File: config.mk
export PLATFORM = sky130hd
export DESIGN_NAME = bus_arbiter
export DESIGN_NICKNAME = d
export VERILOG_FILES = /design/src/rtl/bus_arbiter_pkg.sv /design/src/rtl/bus_arbiter_rr_arbiter2.sv /design/src/rtl/bus_arbiter.sv
export SDC_FILE = /design/constraint.sdc
export NUM_CORES = 1
export LEC_CHECK = 0
export BUFFER_PORTS_ARGS = -buffer_cell sky130_fd_sc_hd__buf_2
export CORE_MARGIN = 5
export CORE_UTILIZATION = 45
export DETAILED_ROUTE_END_ITERATION = 16
export PLACE_DENSITY = 0.7
export SETUP_SLACK_MARGIN = 0.3
export SLEW_MARGIN = 0
export SYNTH_ARGS = -nofsm -noshare
export SYNTH_HDL_FRONTEND = slang
export SYNTH_SLANG_ARGS = --single-unit
File: constraint.sdc
create_clock -name clock -period 1.9 [get_ports clock]
set_input_delay 0.095 -clock clock [delete_from_list [all_inputs] [get_ports clock]]
set_output_delay 0.095 -clock clock [all_outputs]
set_load 0.01 [all_outputs]
File: src/rtl/bus_arbiter_pkg.sv
// Shared types, sizes and small decode helpers for the two-master / three-slave
// serial bus arbiter.
package bus_arbiter_pkg;

  localparam int NUM_MASTERS = 2;
  localparam int NUM_SLAVES  = 3;
  localparam int SID_W       = 2;

  localparam logic [SID_W-1:0] SID_INVALID = 2'd3;

  typedef enum logic [2:0] {
    ST_IDLE    = 3'd0,
    ST_GRANT   = 3'd1,
    ST_ADDR    = 3'd2,
    ST_CHECK   = 3'd3,
    ST_ROUTE   = 3'd4,
    ST_RELEASE = 3'd5
  } state_e;

  function automatic logic [NUM_SLAVES-1:0] sid_onehot(input logic [SID_W-1:0] sid);
    logic [NUM_SLAVES-1:0] oh;
    case (sid)
      2'd0:    oh = 3'b001;
      2'd1:    oh = 3'b010;
      2'd2:    oh = 3'b100;
      default: oh = 3'b000;
    endcase
    return oh;
  endfunction

  function automatic logic [NUM_MASTERS-1:0] mst_onehot(input logic idx);
    return idx ? 2'b10 : 2'b01;
  endfunction

  function automatic logic other_master(input logic idx);
    return ~idx;
  endfunction

  // The reserved ID selects nothing, so it reads back as 0.
  function automatic logic slave_bit(input logic [NUM_SLAVES-1:0] vec,
                                     input logic [SID_W-1:0] sid);
    return |(vec & sid_onehot(sid));
  endfunction

endpackage

File: src/rtl/bus_arbiter_rr_arbiter2.sv
// Two-way round-robin pick: a lone requester wins, a tie goes to the priority
// master, and priority moves to the other master when a grant is released.
module rr_arbiter2
  import bus_arbiter_pkg::*;
(
  input  logic       clock,
  input  logic       rst_n,
  input  logic [1:0] req_i,
  input  logic       release_i,
  input  logic       owner_i,
  output logic       gnt_valid_o,
  output logic       gnt_idx_o
);

  logic prio_q;

  // Winner selection for the current request pattern.
  always_comb begin
    gnt_valid_o = |req_i;
    if (req_i == 2'b11) begin
      gnt_idx_o = prio_q;
    end else begin
      gnt_idx_o = req_i[1];
    end
  end

  // Priority pointer; master 0 wins the first tie after reset.
  always_ff @(posedge clock or negedge rst_n) begin
    if (!rst_n) begin
      prio_q <= 1'b0;
    end else if (release_i) begin
      prio_q <= other_master(owner_i);
    end else begin
      prio_q <= prio_q;
    end
  end

endmodule

File: src/rtl/bus_arbiter.sv
// Arbiter and router between two serial bus masters and three slaves: grants one
// master, decodes a 2-bit slave ID, waits for slave readiness, then routes lines.
module bus_arbiter
  import bus_arbiter_pkg::*;
#(
  parameter int HOLD_MAX = 1023,
  parameter int CHK_MAX  = 255
) (
  input  logic                   clock,
  input  logic                   rst_n,
  input  logic [NUM_MASTERS-1:0] m_bus_req,
  input  logic [NUM_MASTERS-1:0] m_valid_s,
  input  logic [NUM_MASTERS-1:0] m_addr_tx,
  input  logic [NUM_MASTERS-1:0] m_data_tx,
  input  logic [NUM_MASTERS-1:0] m_write_en,
  output logic [NUM_MASTERS-1:0] m_bus_ready,
  output logic [NUM_MASTERS-1:0] m_data_rx,
  output logic [NUM_MASTERS-1:0] m_slave_valid,
  input  logic [NUM_SLAVES-1:0]  s_ready,
  input  logic [NUM_SLAVES-1:0]  s_valid,
  input  logic [NUM_SLAVES-1:0]  s_data_rx,
  output logic [NUM_SLAVES-1:0]  s_valid_s,
  output logic                   s_addr_tx,
  output logic                   s_data_tx,
  output logic                   s_write_en,
  output logic                   owner,
  output logic                   busy,
  output logic                   decode_err
);

  // Release fires on the last cycle of the grant, so the ROUTE test uses LIM.
  localparam logic [9:0] HOLD_CAP = 10'(HOLD_MAX);
  localparam logic [9:0] HOLD_LIM = 10'(HOLD_MAX - 1);
  localparam logic [7:0] CHK_LIM  = 8'(CHK_MAX - 1);

  state_e                 state_q;
  logic                   owner_q;
  logic [NUM_MASTERS-1:0] bus_ready_q;
  logic                   busy_q;
  logic                   decode_err_q;
  logic [SID_W-1:0]       sid_q;
  logic                   addr_cnt_q;
  logic [7:0]             chk_cnt_q;
  logic [9:0]             grant_cnt_q;

  logic arb_valid;
  logic arb_idx;
  logic own_req;

  assign own_req = m_bus_req[owner_q];

  rr_arbiter2 u_rr (
    .clock       (clock),
    .rst_n       (rst_n),
    .req_i       (m_bus_req),
    .release_i   (state_q == ST_RELEASE),
    .owner_i     (owner_q),
    .gnt_valid_o (arb_valid),
    .gnt_idx_o   (arb_idx)
  );

  // Transfer sequencer with registered handshake and status outputs.
  always_ff @(posedge clock or negedge rst_n) begin
    if (!rst_n) begin
      state_q      <= ST_IDLE;
      owner_q      <= 1'b0;
      bus_ready_q  <= 2'b00;
      busy_q       <= 1'b0;
      decode_err_q <= 1'b0;
      sid_q        <= 2'b00;
      addr_cnt_q   <= 1'b0;
      chk_cnt_q    <= 8'd0;
      grant_cnt_q  <= 10'd0;
    end else begin
      decode_err_q <= 1'b0;
      if (grant_cnt_q != HOLD_CAP) begin
        grant_cnt_q <= grant_cnt_q + 10'd1;
      end
      case (state_q)
        ST_IDLE: begin
          if (arb_valid) begin
            state_q     <= ST_GRANT;
            owner_q     <= arb_idx;
            bus_ready_q <= mst_onehot(arb_idx);
            busy_q      <= 1'b1;
            grant_cnt_q <= 10'd0;
          end
        end
        ST_GRANT: begin
          if (!own_req) begin
            state_q     <= ST_RELEASE;
            bus_ready_q <= 2'b00;
          end else if (m_valid_s[owner_q]) begin
            state_q     <= ST_ADDR;
            bus_ready_q <= 2'b00;
            addr_cnt_q  <= 1'b0;
          end
        end
        ST_ADDR: begin
          if (!own_req) begin
            state_q <= ST_RELEASE;
          end else begin
            sid_q      <= {sid_q[0], m_addr_tx[owner_q]};
            addr_cnt_q <= 1'b1;
            if (addr_cnt_q) begin
              state_q   <= ST_CHECK;
              chk_cnt_q <= 8'd0;
            end
          end
        end
        ST_CHECK: begin
          if (!own_req) begin
            state_q <= ST_RELEASE;
          end else if (sid_q == SID_INVALID) begin
            state_q      <= ST_RELEASE;
            decode_err_q <= 1'b1;
          end else if (slave_bit(s_ready, sid_q)) begin
            state_q     <= ST_ROUTE;
            bus_ready_q <= mst_onehot(owner_q);
          end else if (chk_cnt_q >= CHK_LIM) begin
            state_q      <= ST_RELEASE;
            decode_err_q <= 1'b1;
          end else begin
            chk_cnt_q <= chk_cnt_q + 8'd1;
          end
        end
        ST_ROUTE: begin
          if (!own_req || (grant_cnt_q >= HOLD_LIM)) begin
            state_q     <= ST_RELEASE;
            bus_ready_q <= 2'b00;
          end
        end
        ST_RELEASE: begin
          state_q     <= ST_IDLE;
          bus_ready_q <= 2'b00;
          busy_q      <= 1'b0;
        end
        default: begin
          state_q     <= ST_IDLE;
          bus_ready_q <= 2'b00;
          busy_q      <= 1'b0;
        end
      endcase
    end
  end

  // Zero-latency crossbar, live only while routing.
  always_comb begin
    s_valid_s     = 3'b000;
    s_addr_tx     = 1'b0;
    s_data_tx     = 1'b0;
    s_write_en    = 1'b0;
    m_data_rx     = 2'b00;
    m_slave_valid = 2'b00;
    if (state_q == ST_ROUTE) begin
      s_valid_s     = sid_onehot(sid_q) & {NUM_SLAVES{m_valid_s[owner_q]}};
      s_addr_tx     = m_addr_tx[owner_q];
      s_data_tx     = m_data_tx[owner_q];
      s_write_en    = m_write_en[owner_q];
      m_data_rx     = mst_onehot(owner_q) & {NUM_MASTERS{slave_bit(s_data_rx, sid_q)}};
      m_slave_valid = mst_onehot(owner_q) & {NUM_MASTERS{slave_bit(s_valid, sid_q)}};
    end else begin
      s_valid_s = 3'b000;
    end
  end

  assign m_bus_ready = bus_ready_q;
  assign owner       = owner_q;
  assign busy        = busy_q;
  assign decode_err  = decode_err_q;

endmodule
# ---- Word-level counts from Yosys, hierarchy flattened
# Index checks and enable logic that the tools add are counted.
dict set report word_totals {
  ff_bits 30
  in_bits 21
  output_inout_bits 15
  elab_cells 130
}
dict set report op_classes {
  n_addsub 2
  order_cmp 3
  n_eq_ne 24
  n_mux 64
  bitwise_logic 9
  reduce_logical 18
}
# operator count
set ops {}
lappend ops {{$mux 8} 6}
lappend ops {{$mux 3} 15}
lappend ops {{$mux 10} 3}
lappend ops {{$mux 1} 23}
lappend ops {{$mux 2} 11}
lappend ops {{$ne 2x2->1 const B} 11}
lappend ops {{$pmux 8 s2} 1}
lappend ops {{$pmux 3 s5} 1}
lappend ops {{$reduce_and 7->1} 2}
lappend ops {{$and 3x3->3} 4}
lappend ops {{$add 10x1->10 const B} 1}
lappend ops {{$ge 10x10->1 const B} 1}
lappend ops {{$ne 10x10->1 const B} 1}
lappend ops {{$pmux 2 s5} 1}
lappend ops {{$pmux 3 s3} 1}
lappend ops {{$reduce_or 3->1} 3}
lappend ops {{$add 8x1->8 const B} 1}
lappend ops {{$ge 8x8->1 const B} 1}
lappend ops {{$eq 2x2->1 const B} 3}
lappend ops {{$eq 3x2->1 const B} 2}
lappend ops {{$eq 3x3->1 const B} 2}
lappend ops {{$ne 3x3->1 const B} 2}
lappend ops {{$reduce_and 2->1} 3}
lappend ops {{$ne 5x5->1 const B} 1}
lappend ops {{15 further kinds} 20}

# ---- Depth between registers and ports, before layout
# Gate-level depths: netlist of run 1.
dict set report logic_depth {
  depth_word 11
  ltp_mapped 8
  mapped_depth_nobuf 7
}

# ---- Cells and area by module
# Synthesis of run 1 repeated with hierarchy kept, for this count alone.
dict set report hier_totals {
  cells_unflattened 207
  hier_area_um2 1895.6
}
# module instances cells_each area_each_um2
set by_module_without_submodules {}
lappend by_module_without_submodules {bus_arbiter 1 201 1844.3}
lappend by_module_without_submodules {rr_arbiter2 1 6 51.3}

# ---- Least setup slack after synthesis of run 1
# Ideal clock, no wire load.
dict set report synth_timing {
  path_kind {register to register}
  from {register owner_q, in the netlist owner}
  to {register chk_cnt_q[6]}
  setup_ns 0.079
  t_arrival_ns 1.985
  setup_slack_ns -0.164
  stages_incl_launch_ff 8
  n_path_buf 2
  synth_period_minus_slack_ns 2.064
  path_cell_list {dfrtp_1 mux2i_1 or3b_1 buf_2 or3_1 clkbuf_2 nor3_2 mux2i_1}
}
dict set report synth_via {
  elab_chain_len 4
  elab_cells_between_ends 5
}
# element line
set synth_rtl {}
lappend synth_rtl {{start, declared} bus_arbiter.sv:37} ;# logic owner_q;
lappend synth_rtl {{start signal, assigned} bus_arbiter.sv:83} ;# owner_q <= arb_idx;
lappend synth_rtl {{$mux 1 (implied by the code) (*) (2 in series)} bus_arbiter.sv:50} ;# assign own_req = m_bus_req[owner_q];
lappend synth_rtl {{$ne 2x2->1 (no line)} --}
lappend synth_rtl {{$reduce_and 7->1 (no line) (*)} --}
lappend synth_rtl {{end signal, assigned} bus_arbiter.sv:124} ;# chk_cnt_q <= chk_cnt_q + 8'd1;
lappend synth_rtl {{end, declared} bus_arbiter.sv:43} ;# logic [7:0] chk_cnt_q;
# Mark *: on every way between the ends. The rest lies on a longest branch, timed or not. The select of a mux whose other input is x is not followed.
# A chain may end at the register's enable or synchronous reset.

# ---- Final worst setup path of run 1
dict set report layout_timing {
  from {register owner_q, in the netlist owner}
  to {register chk_cnt_q[1]}
}
# The elaborated chain is that of the path after synthesis.

==> results of run 1 <==
-- power groups by stage --
| stage | sequential (mW) | clock (mW) | combinational, mW |
|---|---|---|---|
| finish | 0.990 | 0.553 | 1.98 |
| global route | 1.02 | 0.603 | 2.14 |
| CTS | 0.987 | 0.565 | 1.77 |
| detailed placement | 0.990 | 0 | 1.38 |
| global placement | 0.989 | 0 | 1.36 |
| floorplan | 0.981 | 0 | 0.898 |
-- registers in the layout, indices dropped and copies added, names as in the netlist --
register / cells
u_rr.prio_q: 1
busy: 1
owner: 1
chk_cnt_q: 8
sid_q: 2
state_q: 3
addr_cnt_q: 1
grant_cnt_q: 10
m_bus_ready: 2
decode_err: 1
-- layer usage --
layer / wire length, um / part of all wire (%) / vias up
met4: 78 / 1.6 / 0
li1: - / - / 890
met3: 301 / 6.1 / 8
met2: 2430 / 49 / 53
met1: 2100 / 43 / 869
met5: 0 / 0 / -
-- synthesized netlist by cell type (2+ instances only) --
master	count	area [um2]
a31oi_1	4	25.0
xnor2_1	6	52.6
mux2i_1	10	100
a21o_1	2	15.0
nand3_1	12	60.1
nor4_1	3	18.8
nor2b_1	4	25.0
o21ai_0	11	55.1
o211ai_1	2	15.0
inv_1	6	22.5
nor2_1	31	116
ha_1	4	50.1
nand2_1	12	45.0
xor2_1	3	26.3
nand4_1	4	25.0
mux2_2	4	45.0
clkbuf_1	10	37.5
nand3b_1	2	15.0
dfrtp_1	30	751
nand2b_1	2	12.5
or3_1	4	25.0
a22oi_1	2	15.0
nor3_1	9	45.0
a21oi_1	9	45.0
and4_1	4	35.0
-- cell families (layout without fill, tap and decap cells) --
kind of cell,after synthesis,in the layout,share of synthesized area [%]
DFF,30,30,41.2
and+or+nand+nor,94,94,26.5
AOI/OAI and AO/OA,39,39,13.5
xor gates and xnor gates,9,9,4.32
adders and majority gates,4,4,2.74
buffers and inverters,18,89,3.84
muxes,14,14,7.96
-- critical path: cells and delay by family, from the launching register on --
family          cells  cell delay (ns)
buf+inv             1             0.16
simple gates        3             0.90
mux                 1             0.17
flops               1             0.41
compound gates      1             0.07
-- worst max-delay path by stage --
| stage | end | cells past startpoint | slack [ns] | start |
|---|---|---|---|---|
| after detailed placement | chk_cnt_q[6] | 5 | -0.01 | owner |
| after global routing | state_q[0] | 5 | 0.03 | owner |
| after floorplan | chk_cnt_q[6] | 7 | -0.13 | owner |
| final | chk_cnt_q[1] | 6 | 0.09 | owner |
| after global placement | chk_cnt_q[6] | 5 | 0.06 | owner |
| after CTS | chk_cnt_q[6] | 5 | 0.11 | owner |
-- stage by stage --
stage	hold slack [ns]	cell area, um2	cells	total power [mW]	setup slack [ns]
floorplan	-0.201	1830	208	1.88	-0.134
global placement	0.176	2170	300	2.35	0.0650
detailed placement	0.177	2170	300	2.37	-0.0140
CTS	0.0504	2550	320	3.32	0.112
global route	0.0509	2690	329	3.76	0.0283
finish	0.0464	2690	329	3.52	0.0925
-- timing repair --
| item | CTS | global route |
|---|---|---|
| gates resized for setup | 42 | 15 |
| endpoints found under the setup margin | 25 | 26 |
| setup buffers | 11 | 9 |
| hold buffers | 1 | 0 |
| cloned | 0 | 0 |
| hold endpoints to repair | 30 | 0 |
| pin swaps | 15 | 11 |
-- cell type report --
class                           count  area [um2]
Fill cell                         291        1280
Multi-Input combinational cell    160        1230
Sequential cell                    30         753
Timing Repair Buffer               75         528
Clock buffer                        6        82.6
Tap cell                           50        62.6
Inverter                            6        22.5
Clock inverter                      2        12.5
==> metrics, run 1 <==
status=finished clean; CP max stage delay=0.44 ns; Worst Skew=0.00836 ns; P_int=2.10 mW; top-level I/O count=36; antenna cell count=0; most frequent cells in the layout=buf_2 (35), buf_4 (30), nor2_1 (29); RR Endpoint=chk_cnt_q[1]; Reg2Reg Depth=6; RSZ-0062 raised after global routing=true; routed vias/inst=5.53; die area=0.00543 mm2; worst r2r src=owner; Synth Cell Area=0.00182 mm2; dominant synthesized flop cell=dfrtp_1; worst-path maximum fanout=5; post-synthesis sequential area ratio=41.2%; kind of critical path=flip-flop to flip-flop; met1 usage=22.6%; Sw Share=40.3%; Starting Density=45.9%; CTS tree=done; Slew HR=54.0%; hpwl dp=3040 um; clk sink count=30; LEAKAGE=1.25 nW; initial DRC count=47; CP cell instances=mux2i_2 -> or3b_4 -> or3_4 -> buf_4 -> nand3_1 -> o21ai_1; htree depth=2; Slew Viols, Final=0; Worst Hold Launch=m_bus_req[0]; area grow syn2layout=47.7%; crit end category=flip-flop; Worst Hold Depth=2; GR Overflow Total=0; Post-synth EDFFs=0; clock transition at the registers of the reported paths=0.07 ns; switching power=1.42 mW; vias in the first global route=1730; total core area=0.00397 mm2; Peak VDD IR=0.00100 V; Die Ht=73.7 um; hold endpoint=owner; post-route antenna net violation count=0; layout cells sized above 1=42.3%; Num CTS Buffers=5; Combinational Power Share=56.2%; Nets=303; initial antenna violation count=0; Arr. time, crit path=1.99 ns; post-DR wirelength/cell=14.9 um; DRT Pass-1 Iters=4; Max Fclk=553 MHz; Yosys warnings=0; WL final=4900 um; Worst Tran Pin Value=0.690 ns; Final Hold Viols=0; vias=1820; Reg2Reg Setup Slack=0.09 ns; Critical Path RT=2.08 ns; DRC errors left=0; slowest stage cell, crit path=or3_4; commonest non-fill, non-tap cell in the layout=buf_2; Final Setup Violations=0; GR peak layer=met2; Placer Congestion=0.889; CP Launch Type=flip-flop; clock network power share=15.7%; die width=73.7 um; met3 Usage GRT=5.20%; GRT met2 Usage=31.6%; Util after Layout=67.8%; Async SR Flop Fraction=100%; FP Rows=23; Flop pwr share=28.1%; synth unique cells=43; TNS Setup=0 ns; Root Buffer=clkbuf_8; wire length of the first global-routing pass=7640 um; Final min period=1.81 ns; Pwr Density=1310 mW/mm2; Max Cap Viol=0; clk buf depth=2; pin count of the biggest net entering global routing=31; Final Cycle Share=95.1%; All-Layer GR Usage=18.7%; Min-Delay Path Class=primary input to flip-flop; Clk Latency, worst-skew pair=0.29 ns; instance count of the mapped netlist=208; Yosys reg bits=30; PortBufs=35; syn_area_per_cell=8.77 um2; Post-Syn Nets=233
Note: power is estimated with default switching activity, not from simulation.
==> run 2, diff against run 1 <==
Settings changed: CORE_ASPECT_RATIO set to 0.75.
==> metrics, run 2 (synthesis gave the netlist of run 1 again) <==
Min-Delay Path Class=primary input to flip-flop; LEAKAGE=1.15 nW; Final min period=1.84 ns; Worst Hold Depth=2; Starting Density=45.8%; PortBufs=35; hold_ws=0.0711 ns; CP cell instances=buf_4 -> o211ai_1 -> nor2_1 -> or3_4 -> buf_4 -> nand3_2 -> o21ai_0; total core area=0.00398 mm2; GR Overflow Total=0; pre-CTS setup slack=-0.00234 ns; Nets=291; clk sink count=30; Largest register FFs=10; clk buf depth=2; RSZ-0062 raised after global routing=true; register with the most flip-flops=grant_cnt_q; htree depth=2; Slew Viols, Final=0; Worst Tran Pin Value=0.683 ns; Non-Filler Instances=320; CTS tree=done; pin count of the biggest net entering global routing=31; hold endpoint=owner; Placed Cells incl. Taps=307; Num CTS Buffers=5; slowest stage cell, crit path=or3_4; placed inst area=0.00218 mm2; DRT Pass-1 Iters=4; RR Endpoint=chk_cnt_q[1]; antenna cell count=0; area grow syn2layout=36.1%; hpwl dp=3010 um; biggest regs=grant_cnt_q: 10 flops, chk_cnt_q: 8 flops, state_q: 3 flops; TNS Setup=0 ns; CP Launch Type=flip-flop; routed vias/inst=5.39; Total Power=3.07 mW; Reg2Reg Depth=7; commonest non-fill, non-tap cell in the layout=buf_2; most frequent CP cell=buf_4; wire length of the first global-routing pass=7560 um; Setup WS post-layout=0.0597 ns; vias=1724; die area=0.00544 mm2; die width=83.5 um; All-Layer GR Usage=17.2%; Reg2Reg Setup Slack=0.06 ns; Critical Path RT=2.04 ns; clock transition at the registers of the reported paths=0.06 ns; vias in the first global route=1665; Slew HR=54.5%; Arr. time, crit path=1.98 ns; Placer Congestion=0.819; Die Ht=65.1 um; top-level I/O count=36; CP max stage delay=0.44 ns; Clk Latency, worst-skew pair=0.28 ns; Root Buffer=clkbuf_8; Max Fclk=543 MHz; Worst Skew=0.00700 ns; crit end category=flip-flop; post-route antenna net violation count=0; DRC errors left=0; post-DR wirelength/cell=14.0 um; Final Hold Viols=0; Worst path top cell family by delay=simple AND/OR/NAND/NOR gates; WL final=4490 um; initial antenna violation count=0; worst r2r src=chk_cnt_q[1]; kind of critical path=flip-flop to flip-flop; Util after Layout=62.4%; Final Cycle Share=96.9%; worst-path maximum fanout=5; FP Rows=20; Final Setup Violations=0; Pwr Density=1240 mW/mm2; initial DRC count=89; fin area=0.00248 mm2; Worst Hold Launch=m_bus_req[0]; WP buf/inv=2; most frequent cells in the layout=buf_2 (35), nor2_1 (30), dfrtp_1 (26); layout cells sized above 1=37.4%; status=finished clean; Max Cap Viol=0; Peak VDD IR=0.000638 V
run 2: how the worst max path moves through the flow:
| stage | slack [ns] | start | end | cells past startpoint |
|---|---|---|---|---|
| floorplan | -0.13 | owner | chk_cnt_q[6] | 7 |
| global placement | 0.04 | owner | chk_cnt_q[4] | 6 |
| CTS | 0.1 | owner | chk_cnt_q[6] | 5 |
| finish | 0.06 | chk_cnt_q[1] | chk_cnt_q[1] | 7 |
| detailed placement | -0.002 | owner | chk_cnt_q[4] | 6 |
| global route | -0.01 | chk_cnt_q[0] | chk_cnt_q[1] | 8 |
run 2: final cells by class:
type,count,area [um2]
clock buffer,6,82.6
tap,55,68.8
sequential,30,756
fill,333,1500
multi-input combinational,160,1150
inverter,6,22.5
timing repair buffer,63,399
run 2: timing repair:
| action | CTS | global route |
|---|---|---|
| hold endpoints to repair | 30 | 0 |
| hold buffers | 1 | 0 |
| setup endpoints to repair | 25 | 24 |
| cloned | 0 | 0 |
| pin swaps | 11 | 5 |
| resized for setup | 21 | 14 |
| setup buffers | 2 | 4 |
run 2: layer usage:
layer / vias up / share of wire, % / track usage, %
met4: 0 / 1.3 / 6.02
met1: 796 / 49 / 24.1
li1: 866 / - / -
met2: 55 / 44 / 26.0
met5: - / 0 / 0
met3: 7 / 5.4 / 4.39
run 2: where the power goes:
part / leakage [nW] / switching, mW / internal [mW]
combinational: 0.717 / 0.834 / 0.731
clock: 0.0431 / 0.214 / 0.278
sequential: 0.388 / 0.194 / 0.822
